**src/rtl/machine_mode_types_1_7_pkg.sv**
```systemverilog
// Shared priv-1.7 machine-mode CSR types: address map, counter widths and the
// decode used by the timer/counter block.
package machine_mode_types_1_7_pkg;

    typedef logic [11:0] csr_addr_t;
    typedef logic [31:0] word_t;
    typedef logic [31:0] mtime_t;
    typedef logic [31:0] mtimeh_t;
    typedef logic [31:0] mtimecmp_t;
    typedef logic [63:0] mcycle_t;
    typedef logic [63:0] minstret_t;

    localparam csr_addr_t CSR_MSTATUS  = 12'h300;
    localparam csr_addr_t CSR_MTIMECMP = 12'h321;
    localparam csr_addr_t CSR_MTIME    = 12'h701;
    localparam csr_addr_t CSR_MTIMEH   = 12'h741;
    localparam csr_addr_t CSR_CYCLE    = 12'hC00;
    localparam csr_addr_t CSR_TIME     = 12'hC01;
    localparam csr_addr_t CSR_INSTRET  = 12'hC02;
    localparam csr_addr_t CSR_CYCLEH   = 12'hC80;
    localparam csr_addr_t CSR_TIMEH    = 12'hC81;
    localparam csr_addr_t CSR_INSTRETH = 12'hC82;

    typedef enum logic [3:0] {
        SEL_NONE,
        SEL_CYCLE,
        SEL_CYCLEH,
        SEL_INSTRET,
        SEL_INSTRETH,
        SEL_TIME,
        SEL_TIMEH,
        SEL_MTIME,
        SEL_MTIMEH,
        SEL_MTIMECMP
    } csr_sel_e;

    function automatic csr_sel_e csr_decode(input csr_addr_t a);
        csr_sel_e s;
        case (a)
            CSR_CYCLE:    s = SEL_CYCLE;
            CSR_CYCLEH:   s = SEL_CYCLEH;
            CSR_INSTRET:  s = SEL_INSTRET;
            CSR_INSTRETH: s = SEL_INSTRETH;
            CSR_TIME:     s = SEL_TIME;
            CSR_TIMEH:    s = SEL_TIMEH;
            CSR_MTIME:    s = SEL_MTIME;
            CSR_MTIMEH:   s = SEL_MTIMEH;
            CSR_MTIMECMP: s = SEL_MTIMECMP;
            default:      s = SEL_NONE;
        endcase
        return s;
    endfunction

    // User-level counter views are read-only; writes to them are dropped.
    function automatic logic csr_sel_is_ro(input csr_sel_e s);
        return s inside {SEL_CYCLE, SEL_CYCLEH, SEL_INSTRET, SEL_INSTRETH,
                         SEL_TIME, SEL_TIMEH};
    endfunction

endpackage

```
**src/rtl/csr_counter64.sv**
```systemverilog
// 64-bit CSR counter with independent half-word writes that override the
// increment (a low write suppresses the increment; a high write drops the carry).
module csr_counter64
    import machine_mode_types_1_7_pkg::*;
(
    input  logic    i_clk,
    input  logic    i_rst_n,
    input  logic    i_inc,
    input  logic    i_wr_lo,
    input  logic    i_wr_hi,
    input  word_t   i_wdata,
    output mcycle_t o_count
);

    mcycle_t r_count;
    mcycle_t w_inc_val;
    mcycle_t w_next;

    always_comb begin
        w_inc_val = i_inc ? r_count + 64'd1 : r_count;
        w_next    = w_inc_val;
        if (i_wr_lo) begin
            w_next = {r_count[63:32], i_wdata};
        end
        if (i_wr_hi) begin
            w_next[63:32] = i_wdata;
        end
    end

    always_ff @(posedge i_clk or negedge i_rst_n) begin
        if (!i_rst_n) begin
            r_count <= '0;
        end else begin
            r_count <= w_next;
        end
    end

    assign o_count = r_count;

endmodule

```
**src/rtl/machine_timer_counters.sv**
```systemverilog
// Timer/counter CSRs (cycle, instret, mtime, mtimecmp) and the mtip timer
// interrupt, decoded and read back for the machine-mode CSR file.
module machine_timer_counters
    import machine_mode_types_1_7_pkg::*;
#(
    parameter int unsigned TIME_PRESCALE = 1
)
(
    input  logic      CLK,
    input  logic      nRST,
    input  csr_addr_t csr_addr,
    input  logic      csr_wen,
    input  word_t     csr_wdata,
    input  logic      inst_ret,
    output logic      csr_hit,
    output word_t     csr_rdata,
    output logic      csr_ro_fault,
    output logic      mtip
);

    localparam int unsigned PS_W = (TIME_PRESCALE > 1) ? $clog2(TIME_PRESCALE) : 1;
    localparam logic [PS_W-1:0] PS_LAST = PS_W'(TIME_PRESCALE - 1);

    csr_sel_e        w_sel;
    logic            w_wr_mtime;
    logic            w_wr_mtimeh;
    logic            w_wr_mtimecmp;
    logic            w_tick;
    logic            w_match;
    logic [PS_W-1:0] r_ps;
    mtimecmp_t       r_mtimecmp;
    logic            r_mtip;
    mcycle_t         w_mcycle;
    minstret_t       w_minstret;
    logic [63:0]     w_mtime;

    assign w_sel         = csr_decode(csr_addr);
    assign csr_hit       = (w_sel != SEL_NONE);
    assign csr_ro_fault  = csr_wen & csr_sel_is_ro(w_sel);
    assign w_wr_mtime    = csr_wen & (w_sel == SEL_MTIME);
    assign w_wr_mtimeh   = csr_wen & (w_sel == SEL_MTIMEH);
    assign w_wr_mtimecmp = csr_wen & (w_sel == SEL_MTIMECMP);
    assign w_tick        = (r_ps == PS_LAST);

    always_ff @(posedge CLK or negedge nRST) begin
        if (!nRST) begin
            r_ps <= '0;
        end else if (w_wr_mtime || w_tick) begin
            r_ps <= '0;
        end else begin
            r_ps <= r_ps + PS_W'(1);
        end
    end

    csr_counter64 u_mcycle (
        .i_clk   (CLK),
        .i_rst_n (nRST),
        .i_inc   (1'b1),
        .i_wr_lo (1'b0),
        .i_wr_hi (1'b0),
        .i_wdata (csr_wdata),
        .o_count (w_mcycle)
    );

    csr_counter64 u_minstret (
        .i_clk   (CLK),
        .i_rst_n (nRST),
        .i_inc   (inst_ret),
        .i_wr_lo (1'b0),
        .i_wr_hi (1'b0),
        .i_wdata (csr_wdata),
        .o_count (w_minstret)
    );

    csr_counter64 u_mtime (
        .i_clk   (CLK),
        .i_rst_n (nRST),
        .i_inc   (w_tick),
        .i_wr_lo (w_wr_mtime),
        .i_wr_hi (w_wr_mtimeh),
        .i_wdata (csr_wdata),
        .o_count (w_mtime)
    );

    always_ff @(posedge CLK or negedge nRST) begin
        if (!nRST) begin
            r_mtimecmp <= '0;
        end else if (w_wr_mtimecmp) begin
            r_mtimecmp <= csr_wdata;
        end
    end

    // Compare against the value mtime[31:0] is about to take, so mtip rises on
    // the same edge that TIME reaches mtimecmp; mtime writes skip the compare.
    assign w_match = ((w_mtime[31:0] + 32'd1) == r_mtimecmp);

    always_ff @(posedge CLK or negedge nRST) begin
        if (!nRST) begin
            r_mtip <= 1'b0;
        end else if (w_wr_mtimecmp) begin
            r_mtip <= 1'b0;
        end else if (w_tick && !w_wr_mtime && !w_wr_mtimeh && w_match) begin
            r_mtip <= 1'b1;
        end
    end

    assign mtip = r_mtip;

    always_comb begin
        csr_rdata = '0;
        case (w_sel)
            SEL_CYCLE:    csr_rdata = w_mcycle[31:0];
            SEL_CYCLEH:   csr_rdata = w_mcycle[63:32];
            SEL_INSTRET:  csr_rdata = w_minstret[31:0];
            SEL_INSTRETH: csr_rdata = w_minstret[63:32];
            SEL_TIME:     csr_rdata = w_mtime[31:0];
            SEL_TIMEH:    csr_rdata = w_mtime[63:32];
            SEL_MTIME:    csr_rdata = w_mtime[31:0];
            SEL_MTIMEH:   csr_rdata = w_mtime[63:32];
            SEL_MTIMECMP: csr_rdata = r_mtimecmp;
            default:      csr_rdata = '0;
        endcase
    end

endmodule

```
**config.mk**
```make
export PLATFORM = sky130hd
export DESIGN_NAME = machine_timer_counters
export DESIGN_NICKNAME = d
export VERILOG_FILES = /design/src/rtl/machine_mode_types_1_7_pkg.sv /design/src/rtl/csr_counter64.sv /design/src/rtl/machine_timer_counters.sv
export SDC_FILE = /design/constraint.sdc
export NUM_CORES = 1
export LEC_CHECK = 0
export ABC_CLOCK_PERIOD_IN_PS = 6960
export CELL_PAD_IN_SITES_DETAIL_PLACEMENT = 1
export CELL_PAD_IN_SITES_GLOBAL_PLACEMENT = 2
export CORE_MARGIN = 2
export CORE_UTILIZATION = 30
export CTS_CLUSTER_DIAMETER = 50
export DETAILED_ROUTE_END_ITERATION = 16
export DONT_BUFFER_PORTS = 1
export MAX_ROUTING_LAYER = met4
export PLACE_DENSITY = 0.71
export SLEW_MARGIN = 5
export SYNTH_ARGS = -nofsm -noshare
export SYNTH_HDL_FRONTEND = slang
export SYNTH_HIERARCHICAL = 1
export SYNTH_SLANG_ARGS = --single-unit
```
**constraint.sdc**
```tcl
create_clock -name CLK -period 6.96 [get_ports CLK]
set_input_delay 0.696 -clock CLK [delete_from_list [all_inputs] [get_ports CLK]]
set_output_delay 0.696 -clock CLK [all_outputs]
set_load 0.02 [all_outputs]
```
---- After elaboration in Yosys (flattened, before gate mapping) ----
Index checks and enable logic that the tools add are counted.
storage, ports and cells
  word-level logic and storage cells ...... 59
  input port bits ......................... 48
  output and inout bits ................... 35
  bits in registers ....................... 226
operators by class
  multiplexer cells ....................... 8
  equality and inequality tests ........... 22
  $add $sub $neg .......................... 5
  reduce and logical (&&, ||, !) cells .... 12
  bitwise logic cells ..................... 5
operator list
  cell                                                                     number
  32-bit one-hot mux with 7 select lines                                   1
  64-bit by 1-bit adder with 64-bit output, second input constant          3
  64-bit two-way mux                                                       2
  12-bit equality test, second input constant                              6
  4-bit one-hot mux with 9 select lines                                    1
  32-bit by 1-bit adder with 32-bit output, second input constant          1
  32-bit equality test                                                     1
  32-bit two-way mux                                                       1
  12-bit by 11-bit equality test with 1-bit output, second input constant  2
  4-bit by 3-bit equality test with 1-bit output, second input constant    4
  12-bit by 10-bit equality test with 1-bit output, second input constant  1
  4-bit by 2-bit equality test with 1-bit output, second input constant    2
  4-bit equality test, second input constant                               2
  6-bit nonzero test                                                       1
  1-bit AND                                                                4
  4-bit by 1-bit equality test with 1-bit output, second input constant    1
  2-bit inequality test, second input constant                             2
  4-bit nonzero test                                                       1
  2-bit OR reduction                                                       2
  1-bit logical AND                                                        3
  1-bit two-way mux                                                        3
  1-bit zero test                                                          2
  2-bit by 1-bit inequality test with 1-bit output, second input constant  1
  2-bit AND reduction                                                      1
  other kinds (4)                                                          4

---- Logic depth before layout (Yosys ltp) ----
  word-level depth ........................ 10
  gate-level depth with buffers ........... 12
  gate-level depth less buffers ........... 9

---- Cells and area by module ----
Netlist, hierarchy kept.
modules (own cells, without submodules)
  module                  cells an instance  area each (sq um)  sequential area each (sq um)  instances
  csr_counter64           477                4006.3             1601.5                        3
  machine_timer_counters  431                3636.0             850.8                         1

---- Least setup slack after synthesis ----
OpenSTA, ideal clock, no wires.
  path kind ............................... input-to-output
  from .................................... input csr_addr[1]
  to ...................................... output csr_rdata[11]
  path slack .............................. 3.605 ns
  data required time ...................... 6.264 ns
  stages .................................. 9
  buffers on the path ..................... 2
  arrival time ............................ 2.659 ns
  cells stage by stage .................... buf_2 > nor4bb_1 > nand4_1 > nor3b_1 > nor2_1 > nor4_2 > buf_2 > a222oi_1 > nand3_1
between the ends
  word-level cells in the longest chain between the ends .. 5
  elaborated cells between the ends (all ways) .. 22
  those cells by class .................... 18 x eq/ne; 2 x mux; 2 x reduce/logical
ends and longest elaborated chain
  item                                                                                   RTL line                          source
  start: declaration                                                                     machine_timer_counters.sv:11      input csr_addr_t csr_addr,
  12-bit by 10-bit equality test with 1-bit output, or another cell as far along         machine_mode_types_1_7_pkg.sv:39  case (a)
  4-bit one-hot mux with 9 select lines *                                                machine_mode_types_1_7_pkg.sv:39
  4-bit by 3-bit equality test with 1-bit output or 4-bit equality test (tied branches)  machine_timer_counters.sv:111     case (w_sel)
  2-bit OR reduction (no source line)                                                    --
  32-bit one-hot mux with 7 select lines *                                               machine_timer_counters.sv:111
  end: declaration                                                                       machine_timer_counters.sv:16      output word_t csr_rdata,
Mark *: on every way between the ends. The rest lies on a longest branch, timed or not.

---- Worst setup path in the final report ----
  from .................................... input csr_addr[6]
  to ...................................... output csr_rdata[17]
The elaborated chain is that of the path after synthesis.

==> results.py <==
metrics = {
    "outcome": {
        "outcome": "complete, no violations",
    },
    "global_route": {
        "grt_start_max_net_pins": 227,
        "grt_pass1_vias": 15900,
        "gr-total-overflow": 0,
        "groute.usage.overall_pct": 28.0,
        "number_of_antenna_violations_at_the_first_check_in_global_routing": 2,
        "grt_pass1_wl_um": 108000,
    },
    "timing": {
        "unrepaired_setup_endpoints_after_global_routing": "no",
        "clock.fmax_ghz": 0.236,
        "final_max_slew_viol_count": 0,
        "timing.slew.headroom_pct": 18.1,
        "final-hold-violation-count": 0,
        "post-route-min-period_ps": 4230,
        "clock_skew_ps": 19.3,
        "timing.final.crit_share_pct": 60.8,
        "setup_total_negative_slack_ps": 0,
        "setup_slack_ps": 2730,
        "finalSetupViolations": 0,
        "tightest_slew_ps": 1230,
    },
    "die": {
        "floorplan.rows": 83,
        "chipWidth_um": 232,
        "floorplan.core_area_mm2": 0.0514,
        "initial_standard_cell_utilization_of_the_core_pct": 30.5,
        "die_area_mm2": 0.0540,
        "floorplan.die.height_um": 232,
        "io-pin-count": 83,
    },
    "clocking": {
        "post_cts_resized": 0,
        "clkSlewWorstSetupHoldPaths_ps": 50,
        "cts-buffers-inserted": 39,
        "h-tree-depth": 2,
        "worstSkewPairLatency_ps": 560,
        "cts.sinks": 226,
        "root_buffer": "clkbuf_16",
        "cts_buffer_depth": 3,
        "cts_tree": "yes",
    },
    "pwr": {
        "finalPower_w": 0.00426,
        "power-per-cell-area_mw_per_mm2": 241,
        "leakagePower_nw": 6.35,
        "power.ir.vdd_worst_mv": 0.133,
    },
    "placed_design": {
        "gp_congestion": 0.954,
        "placement.io_buffers": 0,
        "post-dp-hpwl_um": 54200,
        "dp_slack_ps": 2780,
        "dp_cell_count": 2462,
    },
    "cells_and_area": {
        "final_common_cell": "nand2_1",
        "syn2layout_area_growth_pct": 13.2,
        "layout-drive-gt1-share_pct": 9.87,
        "top_library_cells_by_usage_in_the_layout_fill_and_taps_aside": "nand2_1 (236), dfrtp_1 (226), o21ai_0 (150)",
        "final_cells": 2535,
        "diodes": 0,
        "fin_nets": 1877,
    },
    "synth": {
        "post_synth_edffs": 0,
        "synth_async_reset_ratio_pct": 100,
        "seq_area_frac_synth_pct": 36.1,
        "yosys_register_bits": 226,
        "post_synth_instance_area_mm2": 0.0157,
        "synth_cells": 1862,
        "ys_types": 64,
        "synth_area_per_cell_um2": 8.41,
        "dominant_synthesized_flop_cell": "dfrtp_1",
        "yosysWarningCount": 6,
    },
    "critical_path": {
        "setup.worst_path.start_class": "input port",
        "critical_path.reg2reg.endpoint": "u_minstret/o_count[63]$_DFFE_PN0P_",
        "cp-startpoint": "csr_addr[6]",
        "r2r_slack_ps": 3430,
        "startpoint_of_the_most_critical_register_to_register_path": "u_minstret/o_count[14]$_DFFE_PN0P_",
        "cp-endpoint": "csr_rdata[17]",
        "cp_max_fo": 32,
        "worst_ep_required_time_ps": 6260,
        "worst_ep_arrival_time_ps": 3530,
        "r2r_cells": 5,
        "timing_worst_setup_path_type": "in -> out",
        "worst_setup_path_end_kind": "primary output",
    },
    "job": {
        "maximum_capacitance_violations": 0,
    },
    "route": {
        "drt.antenna.violating_nets": 0,
        "vias": 15800,
        "drt_first_iter_violations": 1573,
        "routedWlPerCell_um": 28.9,
        "detail_route.wirelength_um": 73300,
        "firstDrtPassIters": 8,
        "avgViaCountPerCell": 6.24,
        "drcViolationCount": 0,
    },
    "min_path": {
        "hold_class": "in -> async",
    },
}
## cell type report
class	instances	area (um2)
Clock buffer	46	1070
Sequential cell	226	5660
Inverter	38	143
Clock inverter	25	307
Timing Repair Buffer	18	175
Tap cell	680	851
Multi-Input combinational cell	1502	9520
Fill cell	5983	33700
## flip-flops by register name, indices dropped and copies added (netlist names)
signal              count
r_mtimecmp             32
u_mcycle/o_count       64
u_mtime/o_count        64
mtip                    1
r_ps                    1
u_minstret/o_count     64
## cell usage after synthesis, drive strengths merged, types with 9 or more instances
library cell | count | area [um2]
inv | 38 | 143
and2 | 14 | 87.6
nor3 | 36 | 180
nand4 | 112 | 719
a222oi | 18 | 180
o31ai | 18 | 140
clkbuf | 81 | 304
nand2 | 237 | 890
buf | 21 | 101
or3 | 45 | 283
a31oi | 57 | 357
mux2 | 47 | 529
nor2 | 107 | 402
nand4b | 9 | 78.8
xnor2 | 90 | 788
o21ai | 150 | 751
nor4 | 77 | 519
xor2 | 79 | 692
dfrtp | 226 | 5660
nand3 | 107 | 561
nand3b | 10 | 75.1
and3 | 29 | 183
a22oi | 81 | 608
a31o | 9 | 78.8
and4 | 35 | 307
nor2b | 10 | 62.6
or4 | 61 | 500
## layer usage
layer / vias to the layer above / wire (um) / GRT usage, %
met5: - / 0 / -
met4: 0 / 3050 / 10.9
met3: 152 / 4620 / 4.30
met2: 597 / 34800 / 45.4
met1: 8124 / 30800 / 35.1
li1: 6955 / - / -
## worst min-delay path by stage
stage,slack (ps),depth (start not counted),end,startpoint
2_1_floorplan,400,0,mtip$_DFFE_PN0P_,nRST
3_3_place_gp,420,0,u_minstret/o_count[59]$_DFFE_PN0P_,nRST
3_5_place_dp,420,0,u_minstret/o_count[52]$_DFFE_PN0P_,nRST
4_1_cts,250,2,u_mtime/o_count[5]$_DFFE_PN0P_,csr_wdata[5]
5_1_grt,110,1,u_minstret/o_count[63]$_DFFE_PN0P_,nRST
6_report,80,1,u_minstret/o_count[63]$_DFFE_PN0P_,nRST
## power by group
group | switching, W | leakage [nW] | total [W] | internal, W
clock | 0.000766 | 0.671 | 0.00207 | 0.00131
sequential | 0.000297 | 2.76 | 0.00172 | 0.00142
combinational | 0.000275 | 2.91 | 0.000474 | 0.000198
## what timing repair did
item                                   4_1_cts  5_1_grt
hold buffers                                 1        0
endpoints found under the hold margin      226        0
buffers inserted                             0        0
## logic make-up (layout without fill, tap and decap cells)
family	Yosys count	count (layout)	synth area share, %
AOI/OAI and AO/OA	364	364	15.1
xor gates and xnor gates	169	169	9.45
adders and majority gates	4	4	0.320
buffers and inverters	140	127	3.50
DFF	226	226	36.1
muxes	50	50	3.57
other	2	8	0.0480
and+or+nand+nor	907	907	31.9
## critical path, stage by stage
cell and delay, ps:
nor4b_1 360, nand3_1 410, nor3b_1 410, a21o_1 990, a22oi_1 230, nand4_1 420
## stage by stage
| stage | hold slack (ps) | utilization, % | area [um2] |
|---|---|---|---|
| 2_1_floorplan | 400 | - | 15700 |
| 3_3_place_gp | 420 | 31.7 | 16300 |
| 3_5_place_dp | 416 | 31.7 | 16300 |
| 4_1_cts | 251 | 34.4 | 17700 |
| 5_1_grt | 111 | 34.5 | 17700 |
| 6_report | 78.2 | 34.5 | 17700 |
Power figures use the tool's default switching activity.
